File: config.mk
export PLATFORM = sky130hd
export DESIGN_NAME = mem_port_arbiter_flat
export DESIGN_NICKNAME = d
export VERILOG_FILES = /design/src/rtl/mem_port_arbiter_if.sv /design/src/rtl/mem_port_arbiter.sv /design/src/flat_wrapper.sv
export SDC_FILE = /design/constraint.sdc
export NUM_CORES = 1
export LEC_CHECK = 0
export BUFFER_PORTS_ARGS = -buffer_cell sky130_fd_sc_hd__buf_4
export CORE_UTILIZATION = 44
export CTS_BUF_LIST = sky130_fd_sc_hd__clkbuf_8
export DETAILED_ROUTE_END_ITERATION = 7
export PLACE_DENSITY = 0.79
export SKIP_CTS_REPAIR_TIMING = 1
export SYNTH_ARGS = -nofsm -noshare
export SYNTH_HDL_FRONTEND = slang
export SYNTH_SLANG_ARGS = --single-unit
export TNS_END_PERCENT = 10
File: constraint.sdc
create_clock -name clk -period 1.7 [get_ports clk]
set_input_delay 0 -clock clk [delete_from_list [all_inputs] [get_ports clk]]
set_output_delay 0 -clock clk [all_outputs]
set_load 0.05 [all_outputs]
File: src/rtl/mem_port_arbiter_if.sv
// Request/response bundle between the IF/MEM pipeline stages, the shared SRAM
// and the arbiter that multiplexes them.
interface mem_port_arbiter_if #(
    parameter int ADDR_W = 32,
    parameter int DATA_W = 32
);
    logic              if_req;
    logic [ADDR_W-1:0] if_addr;
    logic [DATA_W-1:0] if_rdata;
    logic              if_ready;
    logic              mem_rd_en;
    logic              mem_wr_en;
    logic [ADDR_W-1:0] mem_addr;
    logic [DATA_W-1:0] mem_wdata;
    logic [DATA_W-1:0] mem_rdata;
    logic              mem_ready;
    logic              sram_en;
    logic              sram_we;
    logic [ADDR_W-1:0] sram_addr;
    logic [DATA_W-1:0] sram_wdata;
    logic [DATA_W-1:0] sram_rdata;
    logic              freeze_if;
    logic              freeze_pipe;
    logic              busy;

    modport slave (
        input  if_req, if_addr, mem_rd_en, mem_wr_en, mem_addr, mem_wdata, sram_rdata,
        output if_rdata, if_ready, mem_rdata, mem_ready, sram_en, sram_we,
               sram_addr, sram_wdata, freeze_if, freeze_pipe, busy
    );

    modport master (
        output if_req, if_addr, mem_rd_en, mem_wr_en, mem_addr, mem_wdata, sram_rdata,
        input  if_rdata, if_ready, mem_rdata, mem_ready, sram_en, sram_we,
               sram_addr, sram_wdata, freeze_if, freeze_pipe, busy
    );
endinterface

File: src/rtl/mem_port_arbiter.sv
// Single-port SRAM arbiter for the IF and MEM stages: MEM has strict priority,
// each grant runs WAIT_CYCLES access cycles followed by a one-cycle ready pulse.
module mem_port_arbiter #(
    parameter int ADDR_W      = 32,
    parameter int DATA_W      = 32,
    parameter int WAIT_CYCLES = 4   // legal range 1..15 (4-bit counter)
) (
    input logic clk,
    input logic rst,
    mem_port_arbiter_if.slave bus
);
    typedef enum logic [1:0] {IDLE, ACCESS, DONE} state_t;

    localparam logic [3:0] CNT_LOAD = 4'(WAIT_CYCLES - 1);

    state_t            state;
    logic [3:0]        cnt;
    logic              owner_mem;
    logic              we;
    logic              en;
    logic [ADDR_W-1:0] addr;
    logic [DATA_W-1:0] wdata;
    logic [DATA_W-1:0] if_rdata;
    logic [DATA_W-1:0] mem_rdata;
    logic              if_ready;
    logic              mem_ready;
    logic              busy;
    logic              mem_req;

    assign mem_req = bus.mem_rd_en | bus.mem_wr_en;

    always_ff @(posedge clk) begin
        if (rst) begin
            state     <= IDLE;
            cnt       <= '0;
            owner_mem <= 1'b0;
            we        <= 1'b0;
            en        <= 1'b0;
            addr      <= '0;
            wdata     <= '0;
            if_rdata  <= '0;
            mem_rdata <= '0;
            if_ready  <= 1'b0;
            mem_ready <= 1'b0;
            busy      <= 1'b0;
        end else begin
            if_ready  <= 1'b0;
            mem_ready <= 1'b0;
            case (state)
                IDLE: begin
                    if (mem_req) begin
                        // rd+wr together resolves to a store
                        owner_mem <= 1'b1;
                        addr      <= bus.mem_addr;
                        wdata     <= bus.mem_wdata;
                        we        <= bus.mem_wr_en;
                        cnt       <= CNT_LOAD;
                        en        <= 1'b1;
                        busy      <= 1'b1;
                        state     <= ACCESS;
                    end else if (bus.if_req) begin
                        owner_mem <= 1'b0;
                        addr      <= bus.if_addr;
                        we        <= 1'b0;
                        cnt       <= CNT_LOAD;
                        en        <= 1'b1;
                        busy      <= 1'b1;
                        state     <= ACCESS;
                    end
                end
                ACCESS: begin
                    if (cnt != 4'd0) begin
                        cnt <= cnt - 4'd1;
                    end else begin
                        if (!we) begin
                            if (owner_mem) mem_rdata <= bus.sram_rdata;
                            else           if_rdata  <= bus.sram_rdata;
                        end
                        en        <= 1'b0;
                        we        <= 1'b0;
                        if_ready  <= ~owner_mem;
                        mem_ready <= owner_mem;
                        state     <= DONE;
                    end
                end
                DONE: begin
                    busy  <= 1'b0;
                    state <= IDLE;
                end
                default: begin
                    busy  <= 1'b0;
                    en    <= 1'b0;
                    we    <= 1'b0;
                    state <= IDLE;
                end
            endcase
        end
    end

    assign bus.sram_en     = en;
    assign bus.sram_we     = we;
    assign bus.sram_addr   = addr;
    assign bus.sram_wdata  = wdata;
    assign bus.if_rdata    = if_rdata;
    assign bus.mem_rdata   = mem_rdata;
    assign bus.if_ready    = if_ready;
    assign bus.mem_ready   = mem_ready;
    assign bus.busy        = busy;
    // Fetch also stalls behind a MEM transfer since if_ready only fires for IF grants
    assign bus.freeze_if   = bus.if_req & ~if_ready;
    assign bus.freeze_pipe = mem_req & ~mem_ready;
endmodule

File: src/flat_wrapper.sv
// flat-port wrapper written by rule: the top's interface ports become plain ports
module mem_port_arbiter_flat 
#(
    parameter int ADDR_W      = 32,
    parameter int DATA_W      = 32,
    parameter int WAIT_CYCLES = 4                                       
)
  (clk, rst, bus_if_req, bus_if_addr, bus_mem_rd_en, bus_mem_wr_en, bus_mem_addr, bus_mem_wdata, bus_sram_rdata, bus_if_rdata, bus_if_ready, bus_mem_rdata, bus_mem_ready, bus_sram_en, bus_sram_we, bus_sram_addr, bus_sram_wdata, bus_freeze_if, bus_freeze_pipe, bus_busy);
  mem_port_arbiter_if #(.ADDR_W(ADDR_W), .DATA_W(DATA_W)) bus_i ();
  input logic clk;
  input logic rst;
  input wire logic [$bits(bus_i.if_req)-1:0] bus_if_req;
  input wire logic [$bits(bus_i.if_addr)-1:0] bus_if_addr;
  input wire logic [$bits(bus_i.mem_rd_en)-1:0] bus_mem_rd_en;
  input wire logic [$bits(bus_i.mem_wr_en)-1:0] bus_mem_wr_en;
  input wire logic [$bits(bus_i.mem_addr)-1:0] bus_mem_addr;
  input wire logic [$bits(bus_i.mem_wdata)-1:0] bus_mem_wdata;
  input wire logic [$bits(bus_i.sram_rdata)-1:0] bus_sram_rdata;
  output wire logic [$bits(bus_i.if_rdata)-1:0] bus_if_rdata;
  output wire logic [$bits(bus_i.if_ready)-1:0] bus_if_ready;
  output wire logic [$bits(bus_i.mem_rdata)-1:0] bus_mem_rdata;
  output wire logic [$bits(bus_i.mem_ready)-1:0] bus_mem_ready;
  output wire logic [$bits(bus_i.sram_en)-1:0] bus_sram_en;
  output wire logic [$bits(bus_i.sram_we)-1:0] bus_sram_we;
  output wire logic [$bits(bus_i.sram_addr)-1:0] bus_sram_addr;
  output wire logic [$bits(bus_i.sram_wdata)-1:0] bus_sram_wdata;
  output wire logic [$bits(bus_i.freeze_if)-1:0] bus_freeze_if;
  output wire logic [$bits(bus_i.freeze_pipe)-1:0] bus_freeze_pipe;
  output wire logic [$bits(bus_i.busy)-1:0] bus_busy;
  assign bus_i.if_req = bus_if_req;
  assign bus_i.if_addr = bus_if_addr;
  assign bus_i.mem_rd_en = bus_mem_rd_en;
  assign bus_i.mem_wr_en = bus_mem_wr_en;
  assign bus_i.mem_addr = bus_mem_addr;
  assign bus_i.mem_wdata = bus_mem_wdata;
  assign bus_i.sram_rdata = bus_sram_rdata;
  assign bus_if_rdata = bus_i.if_rdata;
  assign bus_if_ready = bus_i.if_ready;
  assign bus_mem_rdata = bus_i.mem_rdata;
  assign bus_mem_ready = bus_i.mem_ready;
  assign bus_sram_en = bus_i.sram_en;
  assign bus_sram_we = bus_i.sram_we;
  assign bus_sram_addr = bus_i.sram_addr;
  assign bus_sram_wdata = bus_i.sram_wdata;
  assign bus_freeze_if = bus_i.freeze_if;
  assign bus_freeze_pipe = bus_i.freeze_pipe;
  assign bus_busy = bus_i.busy;
  mem_port_arbiter #(.ADDR_W(ADDR_W), .DATA_W(DATA_W), .WAIT_CYCLES(WAIT_CYCLES)) u_core (.clk(clk), .rst(rst), .bus(bus_i));
endmodule
==> impl_metrics.yaml <==
run_status:
  status: "finished clean"
cts:
  insertion_delay_ps: 440
  clock_path_buffers: 2
  cts_tree: "built"
  cts.sinks: 140
  htreeDepth: 4
  clk_pin_slew_ps: 80
  cts_made_buffers: 17
  root_buffer: "clkbuf_8"
timing:
  fin_skew_ps: 10.6
  final.min_clock_period_ps: 1630
  finalMaxSlewViolations: 0
  setup_violations: 0
  max_slew_margin_pct: 63.8
  tightest_slew_ps: 542
  period_share_pct: 95.7
  finalHoldViolCount: 0
  finalWorstSetupSlack_ps: 73.1
  holdWs_ps: 73.3
  fmax_mhz: 615
route:
  drtIter0Drc: 508
  ant_nets: 0
  drt_wl_total_um: 21900
  viasPerCell: 5.41
  routedWlPerCell_um: 18.2
  vias: 6525
  route.detailed.drc: 0
  drt_first_pass_iters: 5
grt:
  grt_pass1_vias: 5329
  grt.total_usage_pct: 24.2
  use_met2_pct: 40.6
  grt_use_met3_pct: 7.99
  grt_pass1_wl_um: 26800
  grt_max_degree: 68
  busiest_layer: "met2"
  grt_util_met1_pct: 29.4
  grt_overflow: 0
  antenna_found_initial: 2
floorplan:
  pin_count: 268
  die_x_um: 117
  die_height_um: 117
  start_util_pct: 45.8
  core_sq_um: 12800
  std_cell_rows: 41
  die_area_sq_um: 13800
min_path:
  hold_path.class: "primary input to flip-flop"
yosys:
  yosysSeqAreaShare_pct: 47.8
  synth_cell_types: 38
  synth_top_area_share_pct: 47.8
  synth_top_flop_cell: "dfxtp_1"
  yosysTopAreaCell: "dfxtp_1"
  avgSynthCellArea_sq_um: 9.19
  syn_area_sq_um: 5870
  syn_nets: 773
  synth_seq_cells: 140
  netlist_top_cells_area: "dfxtp_1 48%, mux2i_1 11%, nand2b_1 10%"
  synth_cells: 639
  async_flop_share_pct: 0
  yosysWarnings: 0
  synth_edf_count: 0
place:
  dp_hpwl_um: 12000
  globalplace.congestion: 0.811
  dp_slack_ps: 80.0
  numPortBuffers: 267
critical_path:
  crit_arrival_ps: 1930
  cpPeakStageDelay_ps: 400
  required_ps: 2010
  crit_fanout: 67
  slowest_stage: "a311oi_1"
  path_class: "flip-flop to flip-flop"
  cp-end-kind: "flip-flop"
  cp-start-kind: "flip-flop"
  worstPathCellList: "buf_4, nor2_4, buf_12, a21oi_1, a311oi_1"
final_layout:
  final_nets: 1153
  area_delta_synth_final_pct: 68.0
  layout_commonest_cell: "buf_4"
  fillers: 782
  drive_gt1_share_pct: 32.3
  layout_common_cells: "282 x buf_4, 140 x dfxtp_1, 131 x dlygate4sd3_1"
job:
  drv_cap: 0
pwr:
  total_leakage_power_nw: 4.44
  max-vdd-ir-drop_mv: 0.748
  powerDensity_nw_per_um2: 1010
[Yosys cell counts, drive strengths merged (2+ instances only)]
library cell and instances:
nor3 3, nand4b 2, inv 5, clkbuf 37, nor3b 3, nand2 69, nand3 33, nand2b 98
a21oi 69, a311oi 32, o21ai 34, nor4 2, a211oi 2, dfxtp 140, mux2i 65, nor2 7
buf 23, or2 3, and3 2
[worst paths after layout]
path,slack (ps),to,cells past startpoint,start
setup reg to reg,70,u_core.bus.sram_addr[12]$_SDFFE_PP0P_,5,u_core.state[0]$_SDFFE_PP0P_
hold reg to reg,480,u_core.bus.mem_rdata[3]$_SDFFE_PP0P_,2,u_core.bus.mem_rdata[3]$_SDFFE_PP0P_
setup / recovery,70,u_core.bus.sram_addr[12]$_SDFFE_PP0P_,5,u_core.state[0]$_SDFFE_PP0P_
hold / removal,70,u_core.bus.busy$_SDFFE_PP0P_,4,bus_mem_rd_en
[layout make-up]
cell class / instances / area, sq um / share of cell area (%)
Sequential cell: 140 / 2800 / 28.4
Multi-Input combinational cell: 434 / 2780 / 28.1
Tap cell: 172 / 215 / 2.18
Inverter: 5 / 18.8 / 0.190
Clock buffer: 19 / 262 / 2.65
Timing Repair Buffer: 421 / 3590 / 36.4
Clock inverter: 12 / 195 / 1.98
Antenna cell: 2 / 5.00 / 0.0507
[logic make-up after synthesis]
logic type	after synthesis	synth area share, %
adders and majority gates	1	0.213
buffers and inverters	65	5.67
and+or+nand+nor	225	20.6
AOI/OAI and AO/OA	143	14.7
muxes	65	11.1
DFF	140	47.8
[where the power goes]
group          switching (mW)  internal, mW  total, mW
sequential              0.189          3.57       3.76
clock                    1.29          1.81       3.09
combinational            1.92          1.19       3.10
total                    3.39          6.56       9.96
[through the flow]
| step | setup TNS [ps] | total power [mW] | area [sq um] | utilization (%) | std cells |
|---|---|---|---|---|---|
| 6_report | 0 | 9.96 | 9860 | 76.9 | 1205 |
| 5_1_grt | -34.4 | 10.3 | 9860 | 76.9 | 1205 |
| 4_1_cts | 0 | 9.60 | 8520 | 66.5 | 1072 |
| 3_5_place_dp | 0 | 6.55 | 8070 | 62.9 | 1041 |
| 3_3_place_gp | 0 | 6.52 | 8070 | 62.9 | 1041 |
| 2_1_floorplan | 0 | 5.58 | 5870 | - | 639 |
[routing by layer]
layer / routed length (um) / up-vias
met4: 801 / 0
met3: 1980 / 76
met5: 0 / -
met1: 8420 / 3038
li1: - / 2975
met2: 10700 / 436
[flip-flops by register name (all words and copies together), names as in the netlist, 2 cells and up]
signal,cells
u_core.bus.sram_addr,32
u_core.cnt,4
u_core.state,2
u_core.bus.if_rdata,32
u_core.bus.sram_wdata,32
u_core.bus.mem_rdata,32
[critical path: cells and delay by family, from the launching register on]
kind	cells	cell delay (ps)
buffers and inverters	2	450
AND/OR/NAND/NOR	1	90
AO/OA/AOI/OAI	2	550
flip-flops	1	360
Power figures use the tool's default switching activity.
